$ cat src/rtl/alu_req_sequencer.sv
// Request/response sequencer that drives the ALU operand pins for one operation at a time,
// waits the command-dependent latency, captures the ALU result and hands it back.
module alu_req_sequencer #(
    parameter int WIDTH     = 8,
    parameter int CMD_WIDTH = 4,
    parameter int ALU_LAT   = 1,
    parameter int MUL_LAT   = 2
) (
    input  logic                   clk,
    input  logic                   rst_n,
    // request side
    input  logic                   req_valid,
    output logic                   req_ready,
    input  logic                   req_mode,
    input  logic [CMD_WIDTH-1:0]   req_cmd,
    input  logic                   req_cin,
    input  logic [1:0]             req_inp_valid,
    input  logic [WIDTH-1:0]       req_opa,
    input  logic [WIDTH-1:0]       req_opb,
    // response side
    output logic                   rsp_valid,
    input  logic                   rsp_ready,
    output logic [2*WIDTH-1:0]     rsp_res,
    output logic                   rsp_cout,
    output logic                   rsp_oflow,
    output logic                   rsp_g,
    output logic                   rsp_l,
    output logic                   rsp_e,
    output logic                   rsp_err,
    output logic [15:0]            op_count,
    // ALU pins
    output logic                   CE,
    output logic [1:0]             INP_VALID,
    output logic                   MODE,
    output logic [CMD_WIDTH-1:0]   CMD,
    output logic                   CIN,
    output logic [WIDTH-1:0]       OPA,
    output logic [WIDTH-1:0]       OPB,
    input  logic [2*WIDTH-1:0]     RES,
    input  logic                   COUT,
    input  logic                   OFLOW,
    input  logic                   G,
    input  logic                   L,
    input  logic                   E,
    input  logic                   ERR,
    // FSM state for observation: 0 IDLE, 1 ISSUE, 2 WAIT, 3 RESP
    output logic [1:0]             dbg_state
);

    // Handshakes: a transfer happens on a rising edge where valid and ready are both high;
    // a producer holds valid and its payload stable until that edge, and ready may not
    // depend on the request contents.

    typedef enum logic [1:0] {
        S_IDLE  = 2'd0,
        S_ISSUE = 2'd1,
        S_WAIT  = 2'd2,
        S_RESP  = 2'd3
    } state_t;

    localparam int CNT_W = 8;

    state_t             state_q;
    state_t             state_d;
    logic [CNT_W-1:0]   lat_cnt_q;
    logic [1:0]         iv_q;
    logic               rsp_valid_q;

    logic               req_fire;
    logic               req_empty;
    logic               req_is_mul;
    logic [CNT_W-1:0]   lat_load;
    logic               capture;
    logic               rsp_fire;
    logic               alu_active;

    assign req_fire   = (state_q == S_IDLE) && req_valid;
    assign req_empty  = (req_inp_valid == 2'b00);
    assign req_is_mul = req_mode && ((req_cmd == CMD_WIDTH'(9)) || (req_cmd == CMD_WIDTH'(10)));
    assign lat_load   = req_is_mul ? CNT_W'(MUL_LAT) : CNT_W'(ALU_LAT);
    // Last WAIT cycle: the counter would reach zero on this edge.
    assign capture    = (state_q == S_WAIT) && (lat_cnt_q <= CNT_W'(1));
    assign rsp_fire   = (state_q == S_RESP) && rsp_valid_q && rsp_ready;

    // state register
    always_ff @(posedge clk or negedge rst_n) begin
        if (!rst_n) begin
            state_q <= S_IDLE;
        end else begin
            state_q <= state_d;
        end
    end

    // next-state logic
    always_comb begin
        state_d = state_q;
        case (state_q)
            S_IDLE: begin
                if (req_valid) begin
                    state_d = req_empty ? S_RESP : S_ISSUE;
                end
            end
            S_ISSUE: state_d = S_WAIT;
            S_WAIT: begin
                if (capture) begin
                    state_d = S_RESP;
                end
            end
            S_RESP: begin
                if (rsp_fire) begin
                    state_d = S_IDLE;
                end
            end
            default: state_d = S_IDLE;
        endcase
    end

    // output logic
    always_comb begin
        alu_active = (state_q == S_ISSUE) || (state_q == S_WAIT);
        req_ready  = (state_q == S_IDLE) && rst_n;
        CE         = alu_active;
        INP_VALID  = alu_active ? iv_q : 2'b00;
        rsp_valid  = rsp_valid_q;
        dbg_state  = state_q;
    end

    // ALU pin registers only change on a real (non-empty) request.
    always_ff @(posedge clk or negedge rst_n) begin
        if (!rst_n) begin
            MODE      <= 1'b0;
            CMD       <= '0;
            CIN       <= 1'b0;
            OPA       <= '0;
            OPB       <= '0;
            iv_q      <= 2'b00;
            lat_cnt_q <= '0;
        end else if (req_fire && !req_empty) begin
            MODE      <= req_mode;
            CMD       <= req_cmd;
            CIN       <= req_cin;
            OPA       <= req_opa;
            OPB       <= req_opb;
            iv_q      <= req_inp_valid;
            lat_cnt_q <= lat_load;
        end else if ((state_q == S_WAIT) && !capture) begin
            lat_cnt_q <= lat_cnt_q - CNT_W'(1);
        end
    end

    // Response registers. An empty request enters RESP with valid still low so that the
    // error response appears one cycle after acceptance.
    always_ff @(posedge clk or negedge rst_n) begin
        if (!rst_n) begin
            rsp_res     <= '0;
            rsp_cout    <= 1'b0;
            rsp_oflow   <= 1'b0;
            rsp_g       <= 1'b0;
            rsp_l       <= 1'b0;
            rsp_e       <= 1'b0;
            rsp_err     <= 1'b0;
            rsp_valid_q <= 1'b0;
        end else begin
            if (req_fire && req_empty) begin
                rsp_res   <= '0;
                rsp_cout  <= 1'b0;
                rsp_oflow <= 1'b0;
                rsp_g     <= 1'b0;
                rsp_l     <= 1'b0;
                rsp_e     <= 1'b0;
                rsp_err   <= 1'b1;
            end
            if (capture) begin
                rsp_res     <= RES;
                rsp_cout    <= COUT;
                rsp_oflow   <= OFLOW;
                rsp_g       <= G;
                rsp_l       <= L;
                rsp_e       <= E;
                rsp_err     <= ERR;
                rsp_valid_q <= 1'b1;
            end
            if ((state_q == S_RESP) && !rsp_valid_q) begin
                rsp_valid_q <= 1'b1;
            end
            if (rsp_fire) begin
                rsp_valid_q <= 1'b0;
            end
        end
    end

    // Completed-response counter, wraps naturally.
    always_ff @(posedge clk or negedge rst_n) begin
        if (!rst_n) begin
            op_count <= 16'h0000;
        end else if (rsp_fire) begin
            op_count <= op_count + 16'd1;
        end
    end

endmodule
$ cat config.mk
export PLATFORM = sky130hd
export DESIGN_NAME = alu_req_sequencer
export DESIGN_NICKNAME = d
export VERILOG_FILES = /design/src/rtl/alu_req_sequencer.sv
export SDC_FILE = /design/constraint.sdc
export NUM_CORES = 1
export LEC_CHECK = 0
export CORE_ASPECT_RATIO = 1.2
export CORE_MARGIN = 5
export CORE_UTILIZATION = 47
export DETAILED_ROUTE_END_ITERATION = 6
export HOLD_SLACK_MARGIN = 0.06
export PLACE_DENSITY = 0.88
export SLEW_MARGIN = 15
export SYNTH_ARGS = -nofsm -noshare
export SYNTH_HDL_FRONTEND = slang
export SYNTH_SLANG_ARGS = --single-unit
$ cat constraint.sdc
create_clock -name clk -period 3.6 [get_ports clk]
set_input_delay 0.9 -clock clk [delete_from_list [all_inputs] [get_ports clk]]
set_output_delay 0.9 -clock clk [all_outputs]
set_load 0.03 [all_outputs]
==> impl_metrics.py <==
metrics = {
    "placement": {
        "dp_hpwl_um": 5570,
        "placed_cells": 483,
        "dp_slack_ns": 0.911,
        "io_buffer_count": 116,
        "placed_area_um2": 4370,
        "routabilityCongestion": 0.756,
    },
    "die": {
        "rows": 32,
        "initial_core_util_pct": 48.5,
        "die_height_um": 99.4,
        "dieArea_um2": 8390,
        "die_w_um": 84.5,
        "fp.coreArea_um2": 6450,
        "ios": 117,
    },
    "route": {
        "dr.pass1.iters": 4,
        "drc": 0,
        "drt_wl_total_um": 7560,
        "wl_per_cell_um": 15.1,
        "via_per_inst": 5.07,
        "dr.first_iter.drc_count": 85,
        "vias": 2528,
        "ant_nets": 0,
    },
    "setup_path": {
        "criticalPathCategory": "reg2out",
        "cp_slowest_stage_delay_ns": 0.66,
        "critPathBufInv": 2,
        "crit_slowest_cell": "clkdlybuf4s50_1",
        "critPathLaunchType": "register",
        "path_max_fanout": 4,
        "crit_arrival_ns": 1.98,
        "end_kind": "primary output",
        "required_ns": 2.70,
        "critPathTopFamily": "buffers and inverters",
        "worstPathCellList": "inv_1 > ha_1 > and2_1 > clkdlybuf4s50_1",
    },
    "clocking": {
        "cts_made_buffers": 9,
        "cts_tree": "yes",
        "clk_latency_ns": 0.34,
        "cts_resized": 0,
        "hold_buffers": 0,
        "cts_root_buffer": "clkbuf_8",
        "clock_path_buffers": 2,
        "htreeDepth": 3,
        "path_clk_slew_ns": 0.07,
        "clock_sinks": 73,
        "cts_setup_buffers": 0,
    },
    "timing": {
        "period_minus_slack_ns": 2.88,
        "drv_slew": 0,
        "finalSetupTns_ns": 0,
        "tightest_slew_ns": 0.884,
        "final_hold_viol_count": 0,
        "fin_skew_ns": 0.00900,
        "layout_setup_ws_ns": 0.724,
        "setup_viol": 0,
        "slew_headroom_pct": 41.0,
        "fin_crit_sh_pct": 79.9,
        "max_freq_mhz": 348,
        "rsz0062_at_grt": "no",
    },
    "cells_and_area": {
        "num_antenna_cells": 0,
        "final.fill_count": 498,
        "post-route-util_pct": 71.0,
        "nets": 466,
        "fin_cells": 499,
        "final_common_cell": "clkdlybuf4s50_1",
        "fin_area_um2": 4580,
        "seq_area_um2": 1830,
        "final_cell_mix": "clkdlybuf4s50_1, nand2_1, dfrtp_1",
        "syn_to_final_growth_pct": 46.3,
        "multiInputGateArea_um2": 1200,
        "drive_gt1_share_pct": 6.52,
    },
    "synth": {
        "synth_edf_count": 0,
        "yosysSeqAreaShare_pct": 58.4,
        "synth_mux_area_share_pct": 1.32,
        "synthAdderAreaFrac_pct": 2.80,
        "ys_ff_latch": 73,
        "netlist_instances": 288,
        "syn_avg_cell_area_um2": 10.9,
        "syn-cell-area_um2": 3130,
        "synth_compound_area_share_pct": 10.1,
        "synth-simple-area-share_pct": 18.3,
        "synth_fp_nets": 345,
        "synth_top_family_by_area": "simple AND/OR/NAND/NOR gates",
        "synth-main-ff-cell": "dfrtp_1",
        "ys_async_sr_fraction_pct": 100,
        "ys_types": 36,
        "ys_warn_count": 0,
        "synthXorXnorAreaFrac_pct": 5.88,
    },
    "run": {
        "maxCapViolCount": 0,
    },
    "grt": {
        "grt_pass1_vias": 2738,
        "grt_pass1_wl_um": 12900,
        "gr-total-overflow": 0,
        "grt_max_degree": 74,
        "antenna_found_initial": 0,
        "track_usage_pct": 18.8,
    },
    "hold_path": {
        "hold_class": "reg2reg",
    },
    "run_status": {
        "outcome": "completed",
    },
    "power_and_ir_drop": {
        "p_leak_nw": 2.12,
        "powerDensity_nw_per_um2": 863,
        "vdd_ir_drop_max_v": 0.000526,
    },
}
## cell families (layout without fill, tap and decap cells)
| group | Yosys count | after routing |
|---|---|---|
| buf+inv | 21 | 147 |
| flops | 73 | 73 |
| mux | 4 | 4 |
| simple gates | 126 | 126 |
| compound gates | 36 | 36 |
| xor+xnor | 21 | 21 |
| fa+ha+maj | 7 | 7 |
## registers in the layout, indices dropped and copies added (netlist names)
| register | count |
|---|---|
| op_count | 16 |
| lat_cnt_q | 8 |
| rsp_res | 16 |
| dbg_state | 2 |
| rsp_g | 1 |
| MODE | 1 |
| rsp_valid | 1 |
| CIN | 1 |
| CMD | 4 |
| iv_q | 2 |
| OPB | 8 |
| rsp_oflow | 1 |
| rsp_err | 1 |
| rsp_cout | 1 |
| OPA | 8 |
| rsp_l | 1 |
| rsp_e | 1 |
## cell usage after synthesis (all sizes together), types with 5 or more instances
| master | number | area (um2) |
|---|---|---|
| a22o | 21 | 184 |
| buf | 5 | 37.5 |
| clkbuf | 6 | 22.5 |
| dfrtp | 73 | 1830 |
| ha | 7 | 87.6 |
| inv | 10 | 37.5 |
| nand2 | 78 | 293 |
| nand3 | 6 | 30.0 |
| nand4 | 6 | 37.5 |
| nor2 | 13 | 48.8 |
| nor3 | 5 | 25.0 |
| xnor2 | 13 | 114 |
| xor2 | 8 | 70.1 |
## power by group
| part | leakage, nW | switching (W) | internal (W) |
|---|---|---|---|
| Sequential | 0.917 | 0.000204 | 0.00111 |
| Combinational | 1.10 | 0.00114 | 0.000842 |
| Clock | 0.103 | 0.000291 | 0.000358 |
## metal layers
| layer | GRT usage, % | up-vias | wire length [um] |
|---|---|---|---|
| met1 | 22.0 | 1216 | 3020 |
| met2 | 32.8 | 91 | 3770 |
| li1 | - | 1214 | - |
| met5 | 0 | - | 0 |
| met4 | 4.75 | 0 | 68 |
| met3 | 6.88 | 7 | 691 |
## metrics by stage
step                      total power, W  hold slack, ns
after global routing             0.00419           0.501
final                            0.00395           0.472
after detailed placement         0.00333           0.462
after floorplan                  0.00253           0.439
after global placement           0.00326           0.454
after CTS                        0.00400           0.475
## final cells by class
class,instances,share of cell area [%]
Sequential cell,73,39.9
Multi-Input combinational cell,194,26.3
Timing Repair Buffer,121,26.1
Clock buffer,12,3.39
Tap cell,85,2.32
Clock inverter,4,1.12
Inverter,10,0.820
## path summary, 6_finish.rpt
path                                     startpoint                        to  slack, ns  cells past startpoint
min in group asynchronous                     rst_n   op_count[4]$_DFFE_PN0P_       0.81                      2
max                        dbg_state[1]$_DFFE_PN0P_              INP_VALID[1]       0.72                      4
max reg2reg                dbg_state[0]$_DFFE_PN0P_       rsp_err$_DFFE_PN0P_       1.47                      7
min                        op_count[15]$_DFFE_PN0P_  op_count[15]$_DFFE_PN0P_       0.47                      1
min reg2reg                op_count[15]$_DFFE_PN0P_  op_count[15]$_DFFE_PN0P_       0.47                      1
max in group asynchronous                     rst_n  lat_cnt_q[2]$_DFFE_PN0P_       2.22                      2
No activity file was read; power rests on OpenSTA's default activity.
